File: src/rtl/imem_port_arbiter_if.sv
// ============================================================================
// Module      : imem_port_arbiter_if
// Description : Fetch, load/store and memory-side bus of imem_port_arbiter.
// Revision    : 1.0 - initial release
// ============================================================================
`default_nettype none

interface imem_port_arbiter_if #(
  parameter int AW = 32,
  parameter int DW = 32
);
  logic          if_req;
  logic [AW-1:0] if_addr;
  logic          if_gnt;
  logic          if_rvalid;
  logic [DW-1:0] if_rdata;

  logic          d_req;
  logic          d_we;
  logic [AW-1:0] d_addr;
  logic [DW-1:0] d_wdata;
  logic          d_gnt;
  logic          d_rvalid;
  logic [DW-1:0] d_rdata;

  logic          m_en;
  logic          m_we;
  logic [AW-3:0] m_addr;
  logic [DW-1:0] m_wdata;
  logic [DW-1:0] m_rdata;

  logic          misalign;

  // Arbiter side
  modport slave (
    input  if_req, if_addr, d_req, d_we, d_addr, d_wdata, m_rdata,
    output if_gnt, if_rvalid, if_rdata, d_gnt, d_rvalid, d_rdata,
           m_en, m_we, m_addr, m_wdata, misalign
  );

  // Requesters plus memory
  modport master (
    output if_req, if_addr, d_req, d_we, d_addr, d_wdata, m_rdata,
    input  if_gnt, if_rvalid, if_rdata, d_gnt, d_rvalid, d_rdata,
           m_en, m_we, m_addr, m_wdata, misalign
  );
endinterface

`default_nettype wire

File: src/rtl/imem_port_arbiter.sv
// ============================================================================
// Module      : imem_port_arbiter
// Description : Shares one single-port word memory between instruction fetch
//               and load/store. Data has priority with a run limit; define
//               ARB_RR_EN for strict alternation under contention instead.
// Revision    : 1.0 - initial release
// ============================================================================
`default_nettype none

module imem_port_arbiter #(
  parameter int AW           = 32,
  parameter int DW           = 32,
  parameter int MAX_DATA_RUN = 4
) (
  input  wire logic            clk,
  input  wire logic            rst_n,
  imem_port_arbiter_if.slave   bus
);

  typedef enum logic [1:0] {
    TAG_NONE  = 2'd0,
    TAG_FETCH = 2'd1,
    TAG_DATA  = 2'd2
  } tag_t;

  tag_t          r_tag;
  tag_t          w_tag_nxt;
  logic          w_if_gnt;
  logic          w_d_gnt;
  logic [AW-1:0] w_gaddr;
  logic [DW-1:0] r_if_rdata;
  logic [DW-1:0] r_d_rdata;
  logic          r_misalign;

`ifdef ARB_RR_EN
  logic r_last_data;  // 1 when the most recent grant went to the data port

  always_comb begin
    w_if_gnt = 1'b0;
    w_d_gnt  = 1'b0;
    if (rst_n) begin
      if (bus.if_req && bus.d_req) begin
        w_d_gnt  = !r_last_data;
        w_if_gnt = r_last_data;
      end else begin
        w_if_gnt = bus.if_req;
        w_d_gnt  = bus.d_req;
      end
    end
  end

  always_ff @(posedge clk or negedge rst_n) begin
    if (!rst_n) begin
      r_last_data <= 1'b0;
    end else if (w_d_gnt) begin
      r_last_data <= 1'b1;
    end else if (w_if_gnt) begin
      r_last_data <= 1'b0;
    end
  end
`else
  localparam int                c_RUN_W   = $clog2(MAX_DATA_RUN + 1);
  localparam logic [c_RUN_W-1:0] c_RUN_MAX = c_RUN_W'(MAX_DATA_RUN);

  logic [c_RUN_W-1:0] r_run;

  // Grants are forced low while reset is asserted so outputs read 0 in reset.
  always_comb begin
    w_if_gnt = 1'b0;
    w_d_gnt  = 1'b0;
    if (rst_n) begin
      if (bus.if_req && bus.d_req) begin
        w_d_gnt  = (r_run != c_RUN_MAX);
        w_if_gnt = (r_run == c_RUN_MAX);
      end else begin
        w_if_gnt = bus.if_req;
        w_d_gnt  = bus.d_req;
      end
    end
  end

  // Counts data grants that overtook a waiting fetch.
  always_ff @(posedge clk or negedge rst_n) begin
    if (!rst_n) begin
      r_run <= '0;
    end else if (w_if_gnt || !bus.if_req) begin
      r_run <= '0;
    end else if (w_d_gnt && (r_run != c_RUN_MAX)) begin
      r_run <= r_run + 1'b1;
    end
  end
`endif

  assign w_gaddr     = w_d_gnt ? bus.d_addr : bus.if_addr;

  assign bus.if_gnt  = w_if_gnt;
  assign bus.d_gnt   = w_d_gnt;
  assign bus.m_en    = w_if_gnt | w_d_gnt;
  assign bus.m_we    = w_d_gnt & bus.d_we;
  assign bus.m_addr  = w_gaddr[AW-1:2];
  assign bus.m_wdata = w_d_gnt ? bus.d_wdata : '0;

  always_comb begin
    w_tag_nxt = TAG_NONE;
    if (w_if_gnt) begin
      w_tag_nxt = TAG_FETCH;
    end else if (w_d_gnt && !bus.d_we) begin
      w_tag_nxt = TAG_DATA;
    end
  end

  always_ff @(posedge clk or negedge rst_n) begin
    if (!rst_n) begin
      r_tag      <= TAG_NONE;
      r_misalign <= 1'b0;
      r_if_rdata <= '0;
      r_d_rdata  <= '0;
    end else begin
      r_tag      <= w_tag_nxt;
      r_misalign <= (w_if_gnt | w_d_gnt) && (w_gaddr[1:0] != 2'b00);
      if (r_tag == TAG_FETCH) begin
        r_if_rdata <= bus.m_rdata;
      end
      if (r_tag == TAG_DATA) begin
        r_d_rdata <= bus.m_rdata;
      end
    end
  end

  // Memory data passes straight through in the response cycle, then is held.
  assign bus.if_rvalid = (r_tag == TAG_FETCH);
  assign bus.d_rvalid  = (r_tag == TAG_DATA);
  assign bus.if_rdata  = (r_tag == TAG_FETCH) ? bus.m_rdata : r_if_rdata;
  assign bus.d_rdata   = (r_tag == TAG_DATA)  ? bus.m_rdata : r_d_rdata;
  assign bus.misalign  = r_misalign;

endmodule

`default_nettype wire

File: src/flat_wrapper.sv
// flat-port wrapper written by rule: the top's interface ports become plain ports
module imem_port_arbiter_flat 
#(
  parameter int AW           = 32,
  parameter int DW           = 32,
  parameter int MAX_DATA_RUN = 4
)
  (clk, rst_n, bus_if_req, bus_if_addr, bus_d_req, bus_d_we, bus_d_addr, bus_d_wdata, bus_m_rdata, bus_if_gnt, bus_if_rvalid, bus_if_rdata, bus_d_gnt, bus_d_rvalid, bus_d_rdata, bus_m_en, bus_m_we, bus_m_addr, bus_m_wdata, bus_misalign);
  imem_port_arbiter_if #(.AW(AW), .DW(DW)) bus_i ();
  input  wire logic clk;
  input  wire logic rst_n;
  input wire logic [$bits(bus_i.if_req)-1:0] bus_if_req;
  input wire logic [$bits(bus_i.if_addr)-1:0] bus_if_addr;
  input wire logic [$bits(bus_i.d_req)-1:0] bus_d_req;
  input wire logic [$bits(bus_i.d_we)-1:0] bus_d_we;
  input wire logic [$bits(bus_i.d_addr)-1:0] bus_d_addr;
  input wire logic [$bits(bus_i.d_wdata)-1:0] bus_d_wdata;
  input wire logic [$bits(bus_i.m_rdata)-1:0] bus_m_rdata;
  output wire logic [$bits(bus_i.if_gnt)-1:0] bus_if_gnt;
  output wire logic [$bits(bus_i.if_rvalid)-1:0] bus_if_rvalid;
  output wire logic [$bits(bus_i.if_rdata)-1:0] bus_if_rdata;
  output wire logic [$bits(bus_i.d_gnt)-1:0] bus_d_gnt;
  output wire logic [$bits(bus_i.d_rvalid)-1:0] bus_d_rvalid;
  output wire logic [$bits(bus_i.d_rdata)-1:0] bus_d_rdata;
  output wire logic [$bits(bus_i.m_en)-1:0] bus_m_en;
  output wire logic [$bits(bus_i.m_we)-1:0] bus_m_we;
  output wire logic [$bits(bus_i.m_addr)-1:0] bus_m_addr;
  output wire logic [$bits(bus_i.m_wdata)-1:0] bus_m_wdata;
  output wire logic [$bits(bus_i.misalign)-1:0] bus_misalign;
  assign bus_i.if_req = bus_if_req;
  assign bus_i.if_addr = bus_if_addr;
  assign bus_i.d_req = bus_d_req;
  assign bus_i.d_we = bus_d_we;
  assign bus_i.d_addr = bus_d_addr;
  assign bus_i.d_wdata = bus_d_wdata;
  assign bus_i.m_rdata = bus_m_rdata;
  assign bus_if_gnt = bus_i.if_gnt;
  assign bus_if_rvalid = bus_i.if_rvalid;
  assign bus_if_rdata = bus_i.if_rdata;
  assign bus_d_gnt = bus_i.d_gnt;
  assign bus_d_rvalid = bus_i.d_rvalid;
  assign bus_d_rdata = bus_i.d_rdata;
  assign bus_m_en = bus_i.m_en;
  assign bus_m_we = bus_i.m_we;
  assign bus_m_addr = bus_i.m_addr;
  assign bus_m_wdata = bus_i.m_wdata;
  assign bus_misalign = bus_i.misalign;
  imem_port_arbiter #(.AW(AW), .DW(DW), .MAX_DATA_RUN(MAX_DATA_RUN)) u_core (.clk(clk), .rst_n(rst_n), .bus(bus_i));
endmodule
File: config.mk
export PLATFORM = sky130hd
export DESIGN_NAME = imem_port_arbiter_flat
export DESIGN_NICKNAME = d
export VERILOG_FILES = /design/src/rtl/imem_port_arbiter_if.sv /design/src/rtl/imem_port_arbiter.sv /design/src/flat_wrapper.sv
export SDC_FILE = /design/constraint.sdc
export NUM_CORES = 1
export LEC_CHECK = 0
export ABC_AREA = 1
export BUFFER_PORTS_ARGS = -buffer_cell sky130_fd_sc_hd__buf_4
export CAP_MARGIN = 0
export CORE_AREA = 2 2 103 105
export DETAILED_ROUTE_END_ITERATION = 10
export DIE_AREA = 0 0 105 107
export GPL_TIMING_DRIVEN = 0
export PLACE_DENSITY_LB_ADDON = 0.05
export SLEW_MARGIN = 25
export SYNTH_ARGS = -nofsm -noshare
export SYNTH_HDL_FRONTEND = slang
export SYNTH_SLANG_ARGS = --single-unit
File: constraint.sdc
create_clock -name clk -period 2.2 [get_ports clk]
set_input_delay 0.33 -clock clk [delete_from_list [all_inputs] [get_ports clk]]
set_output_delay 0.33 -clock clk [all_outputs]
set_load 0.005 [all_outputs]
== Word level (Yosys, flattened, before mapping) ==
Index checks and enable logic that the tools add are counted.
Storage, ports and cells
  output and inout bits: 133
  memories: 0
  memory bits (read-only): 0
  logic and storage cells: 33
  latch bits: 0
  RAM bits: 0
  input bits: 133
  register bits after elaboration: 70
Cells by class
  add/sub/neg operators: 1
  $lt $le $gt $ge: 0
  div/mod/pow operators: 0
  bitwise operators: 2
  reduce and logical (&&, ||, !) cells: 9
  multiplexer cells: 12
  multiply operators: 0
  equal/unequal tests: 4
  shifts and indexed selects: 0
Operators with widths (number)
  $mux W32: 4
  $mux W3: 2
  $logic_and A1 B1 Y1: 4
  $mux W1: 4
  $mux W2: 2
  $reduce_bool A2 Y1: 2
  $add A3 B1 Y3 const B: 1
  $eq A3 B3 Y1 const B: 1
  $ne A3 B3 Y1 const B: 1
  $eq A2 B1 Y1 const B: 1
  $eq A2 B2 Y1 const B: 1
  $logic_not A1 Y1: 2
  $and A1 B1 Y1: 1
  $logic_or A1 B1 Y1: 1
  $or A1 B1 Y1: 1

== Depth between registers and ports, before layout ==
  depth in word-level cells: 6
  depth in mapped cells: 8
  gate-level depth less buffers: 7

== Worst setup path before layout ==
No wires, ideal clock.
  path kind: register to output
  from: reg u_core.r_run[0]
  to: out bus_m_wdata[22]
  buffers on the path: 2
  path slack: 0.707 ns
  data arrival time: 1.163 ns
  cell stages (with the launch flop): 8
  data required time: 1.870 ns
  cell sequence: dfrtp_1 > inv_1 > ha_1 > nand3_2 > nand2_1 > buf_6 > buf_2 > nor2_1
On the way
  word-level cells in the longest chain between the ends: 4
RTL lines
  start, declared: line imem_port_arbiter.sv:65  | logic [c_RUN_W-1:0] r_run;
  start signal, assigned: line imem_port_arbiter.sv:89  | r_run <= r_run + 1'b1;
  $ne A3 B3 Y1: line imem_port_arbiter.sv:73  | w_d_gnt = (r_run != c_RUN_MAX);
  $mux W1: line imem_port_arbiter.sv:72  | if (bus.if_req && bus.d_req) begin
  $mux W1: line imem_port_arbiter.sv:71  | if (rst_n) begin
  $mux W32: line imem_port_arbiter.sv:101  | assign bus.m_wdata = w_d_gnt ? bus.d_wdata : '0;
  end, declared: line flat_wrapper.sv:28  | output wire logic [$bits(bus_i.m_wdata)-1:0] bus_m_wdata;
Every way passes these cells.

== Worst setup path after layout ==
  from: reg u_core.r_run[0]
  to: out bus_m_addr[14]
On the way
  word-level cells in the longest chain between the ends: 4
RTL lines
  $ne A3 B3 Y1: line imem_port_arbiter.sv:73
  $mux W1: line imem_port_arbiter.sv:72
  $mux W1: line imem_port_arbiter.sv:71
  $mux W32: line imem_port_arbiter.sv:94  | assign w_gaddr = w_d_gnt ? bus.d_addr : bus.if_addr;
  end, declared: line flat_wrapper.sv:27  | output wire logic [$bits(bus_i.m_addr)-1:0] bus_m_addr;
Every way passes these cells.

==> reports/summary.md <==
Once layout is complete, the utilization of the core stands at 57.3%. In the synthesized netlist the async set-or-reset flop fraction comes to 100%. The level count of the clock H-tree is 3. The proportion of layout cells with a drive suffix above 1 was 41.7%; the starting utilization of the core area was 33.6%. The dominant synthesized flop cell was sky130_fd_sc_hd__dfrtp_1. Kind of path behind the tightest hold check: in -> async. Traced cell by cell, the critical path runs through inv_1 > ha_4 > nand3_4 > nand2_2 > buf_6 > buf_6 > nand2_1 > nand2_2 > buf_4.

Buffers placed on the I/O ports in this run total 265. Synthesis instantiated 14 different standard cells from the library. The number of iterations in the first detailed-routing pass was 4; the total global routing overflow was 0. In this run the standard cell core region covers 10100 um^2.

The number of endpoints failing setup at the final stage came out at 0. The slowest stage of the critical path belongs to the cell sky130_fd_sc_hd__dfrtp_1. Yosys mapped a number of flops with a built-in enable equal to 0. The logs give 69.0% for the max-slew headroom at the worst pin and 3828 for the total via count in the routed design.

After detailed routing, the number of remaining DRC violations is 0. For this run, the register share of the synthesized area comes to 51.7%. After synthesis, the largest area contributor takes up 51.7% of total cell area.

Counting tap cells, the placed design contains a total of 858 instances. Derived from the worst setup path, the maximum achievable clock frequency is 479 MHz. The highest metal layer carrying signal wires in the routed design is met4.

The number of warnings issued by yosys was 0. The tools report the startpoint of the most critical register-to-register path as u_core.r_tag[1]. The count of nets left with antenna violations once routing finished came out at 0. Max-cap violations in this run came to 0.

The floorplan has 37 rows. The share of the cycle needed by the critical path after routing works out to 94.9%. In this run, CTS created clock tree buffers numbering 9. The number of antenna violations at the first check in global routing is 0. Summing the areas of all xor and xnor instances in the mapped netlist gives 0% of the synthesized area.

Via count of the first global-routing pass: 3717. The final wirelength is 12200 um, and the global-route total usage across every layer is 21.1%. After layout, the design draws a total of 0.00369 W.

STA puts the critical path data required time at 1.87 ns. The cell count after synthesis came out at 457. The final critical-path required period works out to 2.09 ns. The critical path endpoint category is an output port. The number of buffers and inverters on the critical path is 4.

The tools report the critical path launch point type as a register. The design area is 5790 um^2, and the number of non-filler instances in the completed layout is 873. Max-slew violation count: 0.

Wire segments on met2 add up to 6230 um in the final route. The adder-cell share of the synthesized area is 0.739%. In this run the static leakage power is 3.46 nW. For the total nets after synthesis, the log shows 592.

By instance count, the leading cell after synthesis is sky130_fd_sc_hd__nand2_1. The clock reaches the later pin of the worst-skew pair after 0.34 ns. By area, the combinational part of the netlist is dominated by simple AND/OR/NAND/NOR gates. Count of routing violations after the opening detailed-route iteration: 182. For the number of clock sinks seen by CTS, the log shows 70.

Clock tree synthesis selected as its root buffer the cell sky130_fd_sc_hd__clkbuf_8. The power density over cell area is 638 nW/um^2. The length of routed met3 wiring was 853 um. By count the netlist is led by 143 x sky130_fd_sc_hd__nand2_1, 77 x sky130_fd_sc_hd__inv_1, 70 x sky130_fd_sc_hd__dfrtp_1.

The logs give 0.778 for the routability congestion estimate and 18600 um for the wire length of the first global-routing pass. In this run the deepest clock path goes through 2 buffers. For the pin with the worst max-slew slack, the measured transition is 0.465 ns.

Endpoint of the worst setup timing path: bus_m_addr[14]. Entering global routing, the biggest net connects 74 pins. Setup slack on the worst flop-to-flop path: 0.91 ns.

The kind of critical path is reg -> out. In this design, the largest share of critical-path delay is due to buffers and inverters. Once placement finished, the instance area stood at 5550 um^2. From synthesis to final layout, the design area changed by 70.9%. The synthesized design spends more area on one cell type than any other, namely sky130_fd_sc_hd__dfrtp_1. In this run the number of cells on the critical path is 9. Compound-gate portion of the synthesized area: 9.75%. Sorting the synthesized cells by area gives the leading types as sky130_fd_sc_hd__dfrtp_1 52%, sky130_fd_sc_hd__nand2_1 16%, sky130_fd_sc_hd__o21ai_0 9.6%. The floorplan step set the die height to 107 um. The synthesized design contains 70 register bits.

The flow ran to the end, but the final reports show violations. The start point of the critical path was u_core.r_run[0]. TritonCTS built the clock tree. The logs give 70 for the number of hold violations in the final report and 9720 um for the post-DP HPWL. The horizontal extent of the die works out to 105 um.

In this run the critical register-to-register path is captured at u_core.r_if_rdata[0]. Counting cells, the worst reg-to-reg path comes to 5. After detailed routing, the wire length on met1 is 4990 um.

The run gives -0.105 ns as the worst hold slack. Measured against the total synthesized area, the mux share comes to 0%. The delay of the slowest critical-path stage is 0.40 ns. The run gives 870 as the number of nets in the layout. The clock transition at the registers of the reported paths is 0.08 ns, and the number of diodes is 0. The worst endpoint data arrival time was 1.76 ns; the number of I/O pins was 266. Setup repair after global routing could not meet its margin everywhere. Dividing the detail-routed wire length by the instance count gives 14.0 um. The post-synthesis simple-gate area fraction came out at 25.0%. The final reports fail on negative hold slack. In the routed layout, each cell is associated on average with a via count of 4.38. For the peak supply drop, the log shows 355 uV.

In this run the mean area of a mapped cell was 7.41 um^2. In this run the worst path has a maximum fanout of 10. The clock tree skew after final layout is 0.0107 ns. The die covers 11200 um^2. In this run the cell area of the synthesized design comes to 3390 um^2.
==> stage by stage <==
stage	setup slack [ns]	setup TNS (ns)
floorplan	0.707	0
global placement	-0.291	-9.79
detailed placement	-0.317	-11.58
CTS	0.0118	0
global route	-0.0190	-0.0303
finish	0.113	0
==> timing repair <==
action | in CTS | in global routing
pin swaps | 0 | 3
hold endpoints to repair | 70 | 70
buffers inserted | 0 | 2
setup endpoints to repair | 64 | 84
cloned | 0 | 0
resized for setup | 7 | 14
==> report_power, final <==
part | switching [W] | leakage (nW) | total [W] | internal [W]
combinational | 0.000515 | 2.50 | 0.00115 | 0.000635
clock | 0.000439 | 0.0911 | 0.000974 | 0.000535
sequential | 0.0000601 | 0.865 | 0.00157 | 0.00151
total | 0.00101 | 3.46 | 0.00369 | 0.00268
==> how the worst min path moves through the flow <==
stage                                  to  cells past startpoint  slack (ns)
floorplan             u_core.bus.misalign                      0        0.03
global placement      u_core.r_d_rdata[6]                      2        0.48
detailed placement   u_core.r_d_rdata[15]                      2        0.49
CTS                  u_core.r_d_rdata[11]                      1       -0.04
global route         u_core.r_d_rdata[11]                      1       -0.10
finish              u_core.r_if_rdata[31]                      1       -0.11
==> state kept, by name, indices dropped and copies added (netlist names) <==
register / flops
u_core.r_d_rdata: 32
u_core.r_if_rdata: 32
u_core.r_run: 3
u_core.r_tag: 2
u_core.bus.misalign: 1
==> cells by family after synthesis <==
family,Yosys count
buffers and inverters,105
and+or+nand+nor,214
DFF,70
adders and majority gates,2
AOI/OAI and AO/OA,66
==> cell type report <==
class,instances,area [um^2]
inverter,78,293
timing repair buffer,267,2020
buffer,27,150
sequential,70,1750
fill,997,4310
clock buffer,11,141
multi-input combinational,282,1230
clock inverter,2,35.0
tap,136,170
==> routing by layer <==
metal | global-route usage (%) | vias up
met3 | 5.90 | 11
met1 | 25.4 | 1736
met2 | 37.1 | 151
li1 | - | 1930
met4 | 5.43 | 0
met5 | 0 | -
==> cells in the final DEF (no fill, tap or decap) <==
cell type | Yosys | layout
sky130_fd_sc_hd__clkbuf_2 | 0 | 7
sky130_fd_sc_hd__dfrtp_1 | 70 | 70
sky130_fd_sc_hd__inv_1 | 77 | 77
sky130_fd_sc_hd__nand3_1 | 31 | 31
sky130_fd_sc_hd__a21oi_1 | 1 | 1
sky130_fd_sc_hd__buf_12 | 0 | 1
sky130_fd_sc_hd__buf_4 | 2 | 269
sky130_fd_sc_hd__ha_4 | 0 | 1
sky130_fd_sc_hd__nand2_1 | 143 | 141
sky130_fd_sc_hd__clkbuf_8 | 0 | 10
sky130_fd_sc_hd__clkbuf_1 | 11 | 5
sky130_fd_sc_hd__clkinv_2 | 0 | 1
sky130_fd_sc_hd__buf_6 | 2 | 2
sky130_fd_sc_hd__bufinv_16 | 0 | 1
sky130_fd_sc_hd__nand2_2 | 0 | 2
sky130_fd_sc_hd__o21ai_0 | 65 | 65
sky130_fd_sc_hd__nand3_4 | 0 | 1
sky130_fd_sc_hd__buf_2 | 12 | 11
sky130_fd_sc_hd__inv_2 | 1 | 1
sky130_fd_sc_hd__nor2_1 | 39 | 39
sky130_fd_sc_hd__ha_1 | 2 | 1
Note: power is estimated with default switching activity, not from simulation.
